### config.mk
export PLATFORM = sky130hd
export DESIGN_NAME = demux1to7_seq
export DESIGN_NICKNAME = d
export VERILOG_FILES = /design/src/rtl/demux1to7_seq.sv
export SDC_FILE = /design/constraint.sdc
export NUM_CORES = 1
export LEC_CHECK = 0
export BUFFER_PORTS_ARGS = -buffer_cell sky130_fd_sc_hd__buf_2
export CAP_MARGIN = 30
export CORE_MARGIN = 3
export CORE_UTILIZATION = 50
export DETAILED_ROUTE_END_ITERATION = 10
export PLACE_DENSITY = 0.86
export RECOVER_POWER = 50
export SYNTH_ARGS = -nofsm -noshare
export SYNTH_HDL_FRONTEND = slang
export SYNTH_SLANG_ARGS = --single-unit
### constraint.sdc
create_clock -name clk -period 1.8 [get_ports clk]
set_clock_uncertainty 0.15 [all_clocks]
set_input_delay 0.09 -clock clk [delete_from_list [all_inputs] [get_ports clk]]
set_output_delay 0.09 -clock clk [all_outputs]
set_load 0.03 [all_outputs]
### src/rtl/demux1to7_seq.sv
// Registered 1-to-7 demux with valid/ready handshake, steered by sel or by a round-robin pointer.
// Latency 1 cycle; in_ready mirrors the target channel's out_ready, illegal selects always drain.
module demux1to7_seq #(
  parameter int CNT_W   = 8,
  parameter int RR_LAST = 6
) (
  input  logic             clk,
  input  logic             rst_n,
  input  logic             din,
  input  logic             in_valid,
  output logic             in_ready,
  input  logic [2:0]       sel,
  input  logic             mode,
  input  logic             ptr_clr,
  input  logic [6:0]       out_ready,
  output logic [6:0]       z,
  output logic [6:0]       strobe,
  output logic             err,
  output logic             frame_done,
  output logic [2:0]       rr_ptr,
  output logic [CNT_W-1:0] drop_cnt
);

  logic [2:0] tgt;
  logic [7:0] rdy_ext;
  logic       illegal;
  logic       xfer;
  logic       legal;
  logic       wrap;
  logic [6:0] onehot;
  logic [6:0] z_nxt;
  logic [2:0] ptr_nxt;

  always_comb begin
    tgt      = mode ? rr_ptr : sel;
    illegal  = !mode && (sel == 3'd7);
    // Index 7 is only reachable through an illegal select, which must never stall.
    rdy_ext  = {1'b1, out_ready};
    in_ready = rdy_ext[tgt];
    xfer     = in_valid && in_ready;
    legal    = xfer && !illegal;
    wrap     = legal && mode && (rr_ptr == 3'(RR_LAST));
    onehot   = 7'd1 << tgt;

    z_nxt = z;
    if (legal) begin
      z_nxt = din ? (z | onehot) : (z & ~onehot);
    end

    // ptr_clr wins over an advance; the transfer itself still used the old pointer.
    ptr_nxt = rr_ptr;
    if (ptr_clr || wrap) begin
      ptr_nxt = 3'd0;
    end else if (legal && mode) begin
      ptr_nxt = rr_ptr + 3'd1;
    end
  end

  always_ff @(posedge clk) begin
    if (!rst_n) begin
      z          <= 7'd0;
      strobe     <= 7'd0;
      err        <= 1'b0;
      frame_done <= 1'b0;
      rr_ptr     <= 3'd0;
      drop_cnt   <= '0;
    end else begin
      z          <= z_nxt;
      strobe     <= legal ? onehot : 7'd0;
      err        <= xfer && illegal;
      frame_done <= wrap;
      rr_ptr     <= ptr_nxt;
      if (xfer && illegal && (drop_cnt != {CNT_W{1'b1}})) begin
        drop_cnt <= drop_cnt + CNT_W'(1);
      end
    end
  end

endmodule

# ---- After elaboration in Yosys (flattened, before gate mapping)
# Cells that the tools add are included.
dict set report word_totals {
  regBits 27
  elab_cells 33
}
dict set report classes {
  n_addsub 2
  order_cmp 1
  eq_ne 3
  n_shift 1
  muxes 4
  n_bitwise 4
  reduce_logical 12
}
# operator n
set op_table {}
lappend op_table {{$add 8x1->8 const B} 1}
lappend op_table {{$ne 8x8->1 const B} 1}
lappend op_table {{$and 7x7->7} 1}
lappend op_table {{$logic_and 1x1->1} 7}
lappend op_table {{$mux 7} 1}
lappend op_table {{$not 7->7} 1}
lappend op_table {{$or 7x7->7} 1}
lappend op_table {{$shl 1x3->7 const A} 1}
lappend op_table {{$eq 3x3->1 const B} 2}
lappend op_table {{$lt 3x4->1 const B} 1}
lappend op_table {{$add 3x1->3 const B} 1}
lappend op_table {{$bmux 1 s3} 1}
lappend op_table {{$mux 3} 1}
lappend op_table {{$logic_not 1->1} 2}
lappend op_table {{$reduce_and 2->1} 1}
lappend op_table {{$reduce_or 2->1} 1}
lappend op_table {{$logic_or 1x1->1} 1}
lappend op_table {{$mux 1} 1}
lappend op_table {{$not 1->1} 1}

# ---- Longest topological paths before layout
# Gate-level depths: netlist of run 1.
dict set report depth {
  ltp_word 9
  ltp_mapped 7
  mapped_depth_nobuf 6
}

# ---- Worst setup path before layout of run 1
# OpenSTA, ideal clock, no wires.
dict set report synth_path {
  kind {reg2out}
  start {reg rr_ptr[1]}
  end {out in_ready}
  arrival_time_ns 1.725
  t_required_ns 1.560
  slack_ns -0.165
  stages_incl_launch_ff 7
  n_path_buf 1
  path_cell_list {dfxtp_1 buf_2 or4bb_1 inv_1 a211oi_2 a21oi_2 inv_1}
}
dict set report synth_via {
  elab_chain_cells 3
}
# element line_no
set synth_rtl {}
lappend synth_rtl {{from (decl)} 20} ;# output logic [2:0] rr_ptr,
lappend synth_rtl {{from (signal assigned)} 72} ;# rr_ptr <= ptr_nxt;
lappend synth_rtl {{$mux 3} 35} ;# tgt = mode ? rr_ptr : sel;
lappend synth_rtl {{$bmux 1 s3} 39} ;# in_ready = rdy_ext[tgt];
lappend synth_rtl {{$mux 1 (not written as such)} 39}
lappend synth_rtl {{to (decl)} 11} ;# output logic in_ready,
# Every way passes these cells. The select of a mux whose other input is x is not followed.

# ---- Final worst setup path of run 1
dict set report layout_path {
  start {reg rr_ptr[0]}
  end {out in_ready}
}
# The elaborated chain is that of the path after synthesis.

==> metrics.cfg, run 1 <==
[logic_synthesis]
synth_sequential_area_ratio=0.384
synth_enable_flop_cells=0
post_synthesis_cells=162
synthesized_nets=181
synthesis.yosys.warnings=0
synth_top_area_cell=sky130_fd_sc_hd__dfxtp_1
yosys.area.top_type_share=0.384
synth_top_cells_by_area=sky130_fd_sc_hd__dfxtp_1 (38%), sky130_fd_sc_hd__mux2i_1 (9.2%), sky130_fd_sc_hd__nor2_1 (4.8%), sky130_fd_sc_hd__nand2_1 (4.0%), sky130_fd_sc_hd__nand3_1 (3.2%)
postSynth.topFlopCell=sky130_fd_sc_hd__dfxtp_1
post_synth_instance_area_um2=1410
yosys.cell_types.count=43
syn_avg_cell_area_um2=8.70
proportion_of_register_bits_with_asynchronous_set_or_reset_after_synthesis=0
yosys_register_bits=27

[timing]
final_hold_viol_count=0
number_of_setup_violations_in_the_final_report=3
timing.final.crit_share=1.10
tightestPinTransition_ns=0.428
timing.slew.headroom=0.714
slew_viol_final=0
maximum_clock_frequency_mhz=505
period_needed_ns=1.98
layout_setup_ws_ns=-0.181
rsz0062_at_grt=true
final.hold.worst_slack_ns=0.00972

[routing]
num_vias=1504
vias_per_std_cell=5.97
postRouteAntennaNets=0
initial_drt_pass_iterations=6
drt_iter0_markers=111
wirelength_mm=3.95
detail_routed_net_length_per_standard_cell_um=15.7
detail_route.drc_violations=0

[worst_hold_path]
hold_path_depth=3
worstHoldPathType=in -> reg
hold_path_startpoint=din

[global_route]
globalRouteOverflowTotal=0
globalRouteTotalUtil=0.231
wire_length_of_the_first_global_routing_pass_mm=6.29
grt_pass1_vias=1478
maximum_number_of_pins_on_one_net_before_global_route_repair=17
number_of_antenna_violations_at_the_first_check_in_global_routing=0

[setup_path]
worstSetupEndpointType=output port
criticalPathCategory=reg -> out
crit_required_ns=1.56
timing.rr.start=rr_ptr[0]$_SDFFE_PP0P_
critical_path.startpoint_type=flop
r2r-end=rr_ptr[0]$_SDFFE_PP0P_
critical_path_fanouts_max=6
r2r_setup_slack_ns=-0.10
cp_data_arrival_time_ns=1.74
worstRegToRegCells=6

[finish]
final.fill_count=192
most-common-layout-cells=sky130_fd_sc_hd__dfxtp_1 (23), sky130_fd_sc_hd__buf_2 (23), sky130_fd_sc_hd__clkbuf_1 (19)
proportion_of_layout_cells_with_a_drive_suffix_above_1=0.275
multi_input_comb_area_um2=862
antenna_diode_instance_count=0
layout.core_utilization=0.725
nets=242
layout.cell_area.non_filler_um2=1860
area.sequential_um2=548
area_growth_pct=32.1

[die]
floorplan.initialDensity=0.549
die_h_um=59.1
die-width_um=59.1
ioPinCount=44
placement_rows=18
core_area_um2=2570
dieArea_um2=3490

[clock_tree]
htree_num_levels=1
cts-buffers-inserted=3
root_buffer_cell=sky130_fd_sc_hd__clkbuf_4
number_of_buffers_on_the_longest_clock_path=2
cts.reportedPaths.clkPinSlew_ns=0.15
cts.sinks=27
worstSkewPairLatency_ns=0.33
cts_tree=done

[power]
p_leak_nw=0.745
ir_worst_vdd_mv=0.529
pwr_density_cell_nw_per_um2=578

[job]
maxCapViolCount=0

[outcome]
status=finished, violations left
failing_checks=negative setup slack

[placement]
place_hpwl_mm=2.79
gp_congestion=0.908
placedInstanceArea_um2=1680
dp_slack_ns=-0.00404
place.port_buffers=43

[power by group]
| part | internal (mW) | switching (mW) |
|---|---|---|
| combinational | 0.0852 | 0.115 |
| clock | 0.0851 | 0.184 |
| sequential | 0.603 | 0.00414 |
| total | 0.773 | 0.303 |
[routing by layer]
metal,vias up,track usage,share of wire
met5,-,0,0
met4,0,0.117,0.016
met1,708,0.260,0.39
met3,12,0.0501,0.082
met2,84,0.409,0.51
li1,700,-,-
[timing repair]
item,in CTS,in global routing
buffers inserted,4,3
hold endpoints to repair,15,0
hold buffers,5,0
resized for setup,6,9
pin swaps,4,3
gates cloned,0,1
endpoints found under the setup margin,1,14
[layout make-up]
class                      count  share of cell area
inverter                       8              0.0161
timing repair buffer          62               0.190
clock buffer                   3              0.0121
clock inverter                 1             0.00403
tap                           30              0.0202
multi-input combinational    121               0.463
sequential                    27               0.295
[cells in the mapped netlist, types with 2 or more instances]
| cell | number |
|---|---|
| sky130_fd_sc_hd__nand3_1 | 9 |
| sky130_fd_sc_hd__inv_1 | 7 |
| sky130_fd_sc_hd__a21oi_1 | 4 |
| sky130_fd_sc_hd__a31oi_1 | 4 |
| sky130_fd_sc_hd__nand4_1 | 3 |
| sky130_fd_sc_hd__a211oi_2 | 2 |
| sky130_fd_sc_hd__ha_1 | 3 |
| sky130_fd_sc_hd__dfxtp_1 | 27 |
| sky130_fd_sc_hd__xnor2_1 | 3 |
| sky130_fd_sc_hd__nand2b_1 | 2 |
| sky130_fd_sc_hd__clkbuf_1 | 2 |
| sky130_fd_sc_hd__nor2b_1 | 3 |
| sky130_fd_sc_hd__nand3b_1 | 3 |
| sky130_fd_sc_hd__buf_2 | 4 |
| sky130_fd_sc_hd__nor3b_1 | 4 |
| sky130_fd_sc_hd__nand2_1 | 15 |
| sky130_fd_sc_hd__o21ai_0 | 3 |
| sky130_fd_sc_hd__or3_1 | 2 |
| sky130_fd_sc_hd__nor3_1 | 9 |
| sky130_fd_sc_hd__nor2_1 | 18 |
| sky130_fd_sc_hd__mux2i_1 | 13 |
[through the flow]
stage	cells	power, mW	TNS [ns]
3_5_place_dp	235	0.780	-0.00404
5_1_grt	252	1.12	-0.696
4_1_cts	248	1.06	-0.259
6_report	252	1.08	-0.345
3_3_place_gp	235	0.773	0
2_1_floorplan	162	0.727	-0.0344
[worst max-delay path, stage by stage, from the launching register on]
cell and delay [ns]:
sky130_fd_sc_hd__dfxtp_4 0.40, sky130_fd_sc_hd__or4bb_4 0.53, sky130_fd_sc_hd__inv_2 0.09, sky130_fd_sc_hd__a211oi_4 0.04, sky130_fd_sc_hd__a21oi_2 0.16, sky130_fd_sc_hd__inv_1 0.07
sky130_fd_sc_hd__buf_6 0.13
[worst max path at each step]
stage,startpoint,to,slack (ns),cells past startpoint
floorplan,rr_ptr[1]$_SDFFE_PP0P_,in_ready,-0.03,6
global placement,rr_ptr[0]$_SDFFE_PP0P_,in_ready,0.06,6
detailed placement,rr_ptr[0]$_SDFFE_PP0P_,in_ready,-0.004,6
CTS,rr_ptr[0]$_SDFFE_PP0P_,in_ready,-0.18,6
global route,rr_ptr[0]$_SDFFE_PP0P_,in_ready,-0.25,6
finish,rr_ptr[0]$_SDFFE_PP0P_,in_ready,-0.18,6
[cell families (layout without fill, tap and decap cells)]
group           Yosys count  in the layout  synth area share
flops                    27             27             0.384
compound gates           23             24             0.124
simple gates             76             76             0.283
buf+inv                  15             74            0.0488
mux                      14             14             0.108
xor+xnor                  4              4            0.0249
fa+ha+maj                 3              3            0.0266
No activity file was read; power rests on OpenSTA's default activity.
==> inputs of run 2 (changes only) <==
- ABC_AREA: not set -> 1
==> run 2 against run 1 <==
Against the previous run: sequential power rose by 0.8%; largest power group unchanged; fmax increased by 13%; sequential cell count unchanged; utilization up 1.1 points; largest cell class unchanged; power is 5.7% higher; the run now ends clean; non-clock buffer count grew 1; via count up 5.5%; critical path depth is 6 higher.
==> metrics.cfg, run 2 <==
[clock_tree]
worstSkewPairLatency_ns=0.32
cts-buffers-inserted=3
htree_num_levels=1
root_buffer_cell=sky130_fd_sc_hd__clkbuf_4
cts_tree=done
cts.reportedPaths.clkPinSlew_ns=0.14
cts.sinks=27
number_of_buffers_on_the_longest_clock_path=2

[setup_path]
criticalPathCategory=reg -> reg
timing.critical_path.mode_cell=sky130_fd_sc_hd__nand2_1
worst_path_max_delay_cell=sky130_fd_sc_hd__dfxtp_2
critical_path.startpoint_type=flop
worstSetupEndpointType=flop
critical-path-max-stage-delay_ns=0.36
crit_required_ns=1.91
crit_family=simple AND/OR/NAND/NOR gates
cp_data_arrival_time_ns=1.87
critical_path_buf_inv_count=3
crit_path_cell_trace=nand2_1 -> o21ai_4 -> inv_2 -> nand2_1 -> nand2_1 -> nand2_2 -> nand2_4 -> nor2_4 -> buf_12 -> buf_8 -> nand3_1 -> a21oi_2
critical_path_fanouts_max=8

[routing]
detail_routed_net_length_per_standard_cell_um=12.1
num_vias=1587
initial_drt_pass_iterations=4
wirelength_mm=3.61
drt_iter0_markers=51
postRouteAntennaNets=0
vias_per_std_cell=5.33
detail_route.drc_violations=0

[finish]
area_growth_pct=34.8
area.sequential_um2=548
antenna_diode_instance_count=0
final-instance-count-excl-fill=298
most-common-layout-cells=sky130_fd_sc_hd__nand2_1 (39), sky130_fd_sc_hd__nor2_1 (32), sky130_fd_sc_hd__inv_1 (26)
layout_commonest_cell=sky130_fd_sc_hd__nand2_1
multi_input_comb_area_um2=790
nets=288
proportion_of_layout_cells_with_a_drive_suffix_above_1=0.284
layout.cell_area.non_filler_um2=1900
final.fill_count=188

[power]
p_int_mw=0.794
post_route_total_power_mw=1.14
power.share.clock=0.230
power_frac_comb=0.231
p_leak_nw=0.939
power_switching_mw=0.342
share_seq_of_total_power=0.539
pwr_density_cell_nw_per_um2=597
ir_worst_vdd_mv=0.620
power.share.switching=0.301

[global_route]
globalRouteOverflowTotal=0
maximum_number_of_pins_on_one_net_before_global_route_repair=16
grt_pass1_vias=1208
globalRouteTotalUtil=0.183
wire_length_of_the_first_global_routing_pass_mm=5.04
number_of_antenna_violations_at_the_first_check_in_global_routing=0

[placement]
gp_congestion=0.820
place.port_buffers=43
dp_slack_ns=0.0534
placedInstanceArea_um2=1710
placedCellCount=284
place_hpwl_mm=2.41

[logic_synthesis]
post_synth_instance_area_um2=1410
post_synthesis_cells=206
yosys_register_bits=27
synth_top_area_cell=sky130_fd_sc_hd__dfxtp_1
postSynth.topFlopCell=sky130_fd_sc_hd__dfxtp_1
synth_sequential_area_ratio=0.383
syn_avg_cell_area_um2=6.86
yosys.area.top_type_share=0.383
synth_top_cells_by_area=sky130_fd_sc_hd__dfxtp_1 (38%), sky130_fd_sc_hd__nand2_1 (12%), sky130_fd_sc_hd__nor2_1 (8.5%), sky130_fd_sc_hd__inv_1 (7.7%), sky130_fd_sc_hd__nand4_1 (6.6%)
yosys.cell_types.count=26
proportion_of_register_bits_with_asynchronous_set_or_reset_after_synthesis=0
synthesis.yosys.warnings=0
synth_enable_flop_cells=0
yosysMostFrequentCell=sky130_fd_sc_hd__nand2_1
netlist_top_cells_count=sky130_fd_sc_hd__nand2_1 (45), sky130_fd_sc_hd__nor2_1 (32), sky130_fd_sc_hd__inv_1 (29)
synthesized_nets=225

[timing]
timing.slew.headroom=0.742
period_needed_ns=1.75
timing.final.crit_share=0.974
final.hold.worst_slack_ns=0.0219
final_hold_viol_count=0
layout_setup_ws_ns=0.0470
slew_viol_final=0
number_of_setup_violations_in_the_final_report=0
maximum_clock_frequency_mhz=570
rsz0062_at_grt=true
tightestPinTransition_ns=0.387

[die]
floorplan.initialDensity=0.545
ioPinCount=44
placement_rows=18
die_h_um=59.2
dieArea_um2=3500
die-width_um=59.2
core_area_um2=2590

[job]
maxCapViolCount=0

[worst_hold_path]
worstHoldPathType=in -> reg

[outcome]
status=finished clean

==> run 2: cell types whose count changed after synthesis, moves of 8 or more <==
cell                      before  now
sky130_fd_sc_hd__nand2_1      15   45
sky130_fd_sc_hd__a21oi_1       4   12
sky130_fd_sc_hd__inv_1         7   29
sky130_fd_sc_hd__nand4_1       3   15
sky130_fd_sc_hd__nor2_1       18   32
sky130_fd_sc_hd__mux2i_1      13    0
==> run 2: cells by family after synthesis <==
logic type | after synthesis | share of synthesized area
AND/OR/NAND/NOR | 119 | 0.393
buffers and inverters | 37 | 0.107
flip-flops | 27 | 0.383
AO/OA/AOI/OAI | 18 | 0.0779
adder cells (fa/ha/maj) | 3 | 0.0266
XOR/XNOR | 2 | 0.0124
==> run 2: stage by stage <==
step | utilization | TNS [ns]
after global routing | 0.735 | -0.833
after CTS | 0.680 | 0
final | 0.735 | 0
after detailed placement | 0.662 | 0
after floorplan | - | 0
after global placement | 0.662 | 0
==> run 2: per-layer routing <==
metal | vias up | track usage | wire length (um)
li1 | 799 | - | -
met1 | 729 | 0.241 | 1610
met2 | 57 | 0.306 | 1740
met3 | 2 | 0.0436 | 241
met4 | 0 | 0.0388 | 21
met5 | - | 0 | 0
==> run 2: layout make-up <==
class	instances	area share
flip-flops and latches	27	0.288
clock buffers	4	0.0138
inverters	32	0.0644
repair buffers	63	0.200
well taps	30	0.0197
multi-input cells	142	0.415
==> run 2: timing repair <==
action	CTS	global route
endpoints found under the hold margin	17	0
setup endpoints to repair	0	26
gates resized for setup	0	29
buffers inserted	0	6
hold buffers	2	0
==> run 2: tightest hold or removal path: cells and delay by family <==
kind / cells / cell delay [ns]
buffers and inverters: 2 / 0.27
AND/OR/NAND/NOR: 1 / 0.10
==> run 2: worst paths after layout <==
check,startpoint,end,slack (ns),depth (start not counted)
setup / recovery,rr_ptr[1]$_SDFFE_PP0P_,drop_cnt[6]$_SDFFE_PN0P_,0.05,12
setup reg to reg,rr_ptr[1]$_SDFFE_PP0P_,drop_cnt[6]$_SDFFE_PN0P_,0.05,12
hold / removal,in_valid,err$_SDFF_PN0_,0.02,3
hold reg to reg,flop,flop,0.35,2
==> run 2: power by group through the flow <==
stage | logic [mW] | clock network [mW] | registers (mW)
2_1_floorplan | 0.127 | 0 | 0.645
3_3_place_gp | 0.204 | 0 | 0.626
3_5_place_dp | 0.206 | 0 | 0.626
4_1_cts | 0.210 | 0.267 | 0.613
5_1_grt | 0.284 | 0.284 | 0.614
6_report | 0.263 | 0.261 | 0.612
==> inputs of run 3 (changes only) <==
- BUFFER_PORTS_ARGS: -buffer_cell sky130_fd_sc_hd__buf_2 -> not set
- CORE_UTILIZATION: 50 -> 55
- DONT_BUFFER_PORTS: not set -> 1
- PLACE_DENSITY: 0.86 -> 0.78
==> run 3 against run 2 <==
Against the previous run: the flow now finishes with violations (negative hold slack, negative setup slack); sequential cell count did not move; clock power rose by 3%; power rose by 0.78%; sequential share of layout area rose by 0.70 points; utilization rose by 6.8 points; final cell count fell by 9.1%; setup slack got worse by 0.12 ns; largest cell class unchanged.
==> metrics.cfg, run 3 (synthesis gave the netlist of run 2 again) <==
[routing]
vias_per_std_cell=6.08
detail_route.drc_violations=0
num_vias=1649
postRouteAntennaNets=0
wirelength_mm=4.49
initial_drt_pass_iterations=5
drt_iter0_markers=106
detail_routed_net_length_per_standard_cell_um=16.6

[timing]
maximum_clock_frequency_mhz=534
slew_viol_final=0
number_of_setup_violations_in_the_final_report=17
tightestPinTransition_ns=0.522
final_hold_viol_count=14
fin_setup_tns_ns=-0.597
timing.slew.headroom=0.649
layout_setup_ws_ns=-0.0743
period_needed_ns=1.87
timing.final.crit_share=1.04
rsz0062_at_grt=true
final.hold.worst_slack_ns=-0.287

[die]
die_h_um=56.7
placement_rows=17
die-width_um=56.7
floorplan.initialDensity=0.609
dieArea_um2=3210
core_area_um2=2320
ioPinCount=44

[power]
p_int_mw=0.791
ir_worst_vdd_mv=0.612
post_route_total_power_mw=1.15
power.share.switching=0.310
share_seq_of_total_power=0.549
power.share.clock=0.235
power_switching_mw=0.355
pwr_density_cell_nw_per_um2=615
power_frac_comb=0.217
p_leak_nw=0.869

[clock_tree]
cts-buffers-inserted=3
number_of_buffers_on_the_longest_clock_path=2
cts_tree=done
cts.sinks=27
root_buffer_cell=sky130_fd_sc_hd__clkbuf_4
worstSkewPairLatency_ns=0.33
htree_num_levels=1
cts.reportedPaths.clkPinSlew_ns=0.15

[setup_path]
critical_path_fanouts_max=9
crit_path_cell_trace=inv_4 -> nand2_4 -> nand2_1 -> nand3b_1 -> nand2_1 -> nand2_2 -> nand2_4 -> nor2_4 -> buf_6 -> buf_6 -> nand3_1 -> a21oi_1
critical_path_buf_inv_count=3
criticalPathCategory=reg -> reg
worst_path_max_delay_cell=sky130_fd_sc_hd__dfxtp_4
worstSetupEndpointType=flop
critical-path-max-stage-delay_ns=0.40
worstRegToRegCells=12
critical_path.startpoint_type=flop
critical_path_cell_count=12
crit_family=simple AND/OR/NAND/NOR gates
r2r_setup_slack_ns=-0.07
crit_required_ns=1.91
cp_data_arrival_time_ns=1.99

[global_route]
wire_length_of_the_first_global_routing_pass_mm=5.65
maximum_number_of_pins_on_one_net_before_global_route_repair=16
grt_pass1_vias=1323
number_of_antenna_violations_at_the_first_check_in_global_routing=0
globalRouteOverflowTotal=0
globalRouteTotalUtil=0.214

[worst_hold_path]
hold_path_depth=2
worstHoldPathType=in -> reg

[finish]
proportion_of_layout_cells_with_a_drive_suffix_above_1=0.239
antenna_diode_instance_count=0
area.sequential_um2=549
final-instance-count-excl-fill=271
multi_input_comb_area_um2=808
most-common-layout-cells=sky130_fd_sc_hd__nand2_1 (39), sky130_fd_sc_hd__nor2_1 (32), sky130_fd_sc_hd__inv_1 (26)
layout_commonest_cell=sky130_fd_sc_hd__nand2_1
final.fill_count=145
layout.core_utilization=0.804
nets=263
area_growth_pct=31.9

[job]
maxCapViolCount=0

[placement]
place.port_buffers=0
gp_congestion=0.901
place_hpwl_mm=2.46
placedCellCount=245

[outcome]
failing_checks=negative hold slack, negative setup slack
status=finished, violations left

## run 3: worst paths after layout
| check | from | end |
|---|---|---|
| min | rst_n | flop |
| min reg2reg | flop | flop |
| max reg2reg | rr_ptr[0]$_SDFFE_PP0P_ | drop_cnt[6]$_SDFFE_PN0P_ |
| max | rr_ptr[0]$_SDFFE_PP0P_ | drop_cnt[6]$_SDFFE_PN0P_ |
## run 3: through the flow
step	setup WS, ns	instance area [um2]	hold slack [ns]
6_report	-0.0743	1860	-0.287
3_5_place_dp	-0.0283	1540	0.0720
2_1_floorplan	0.0441	1420	0.0668
5_1_grt	-0.162	1860	-0.304
3_3_place_gp	0.00564	1540	0.0702
4_1_cts	-0.0257	1680	-0.279
## run 3: cell type report
type / count / share of cell area
multi-input cells: 142 / 0.434
flip-flops and latches: 27 / 0.295
repair buffers: 38 / 0.171
inverters: 32 / 0.0672
well taps: 28 / 0.0188
clock buffers: 4 / 0.0141
## run 3: routing by layer
| metal | vias to the layer above | GRT usage | share of wire |
|---|---|---|---|
| li1 | 747 | - | - |
| met1 | 761 | 0.277 | 0.38 |
| met2 | 117 | 0.350 | 0.48 |
| met3 | 24 | 0.0529 | 0.10 |
| met4 | 0 | 0.0644 | 0.037 |
| met5 | - | 0 | 0 |
## run 3: power groups by stage
stage | Combinational (mW) | Clock (mW) | Sequential [mW]
2_1_floorplan | 0.127 | 0 | 0.645
3_3_place_gp | 0.155 | 0 | 0.642
3_5_place_dp | 0.159 | 0 | 0.642
4_1_cts | 0.181 | 0.262 | 0.629
5_1_grt | 0.266 | 0.302 | 0.630
6_report | 0.248 | 0.269 | 0.628
## run 3: what timing repair did
item | in CTS | in global routing
hold endpoints to repair | 27 | 16
pin swaps | 1 | 13
hold buffers | 10 | 2
resized for setup | 1 | 32
setup endpoints to repair | 17 | 26
setup buffers | 1 | 9
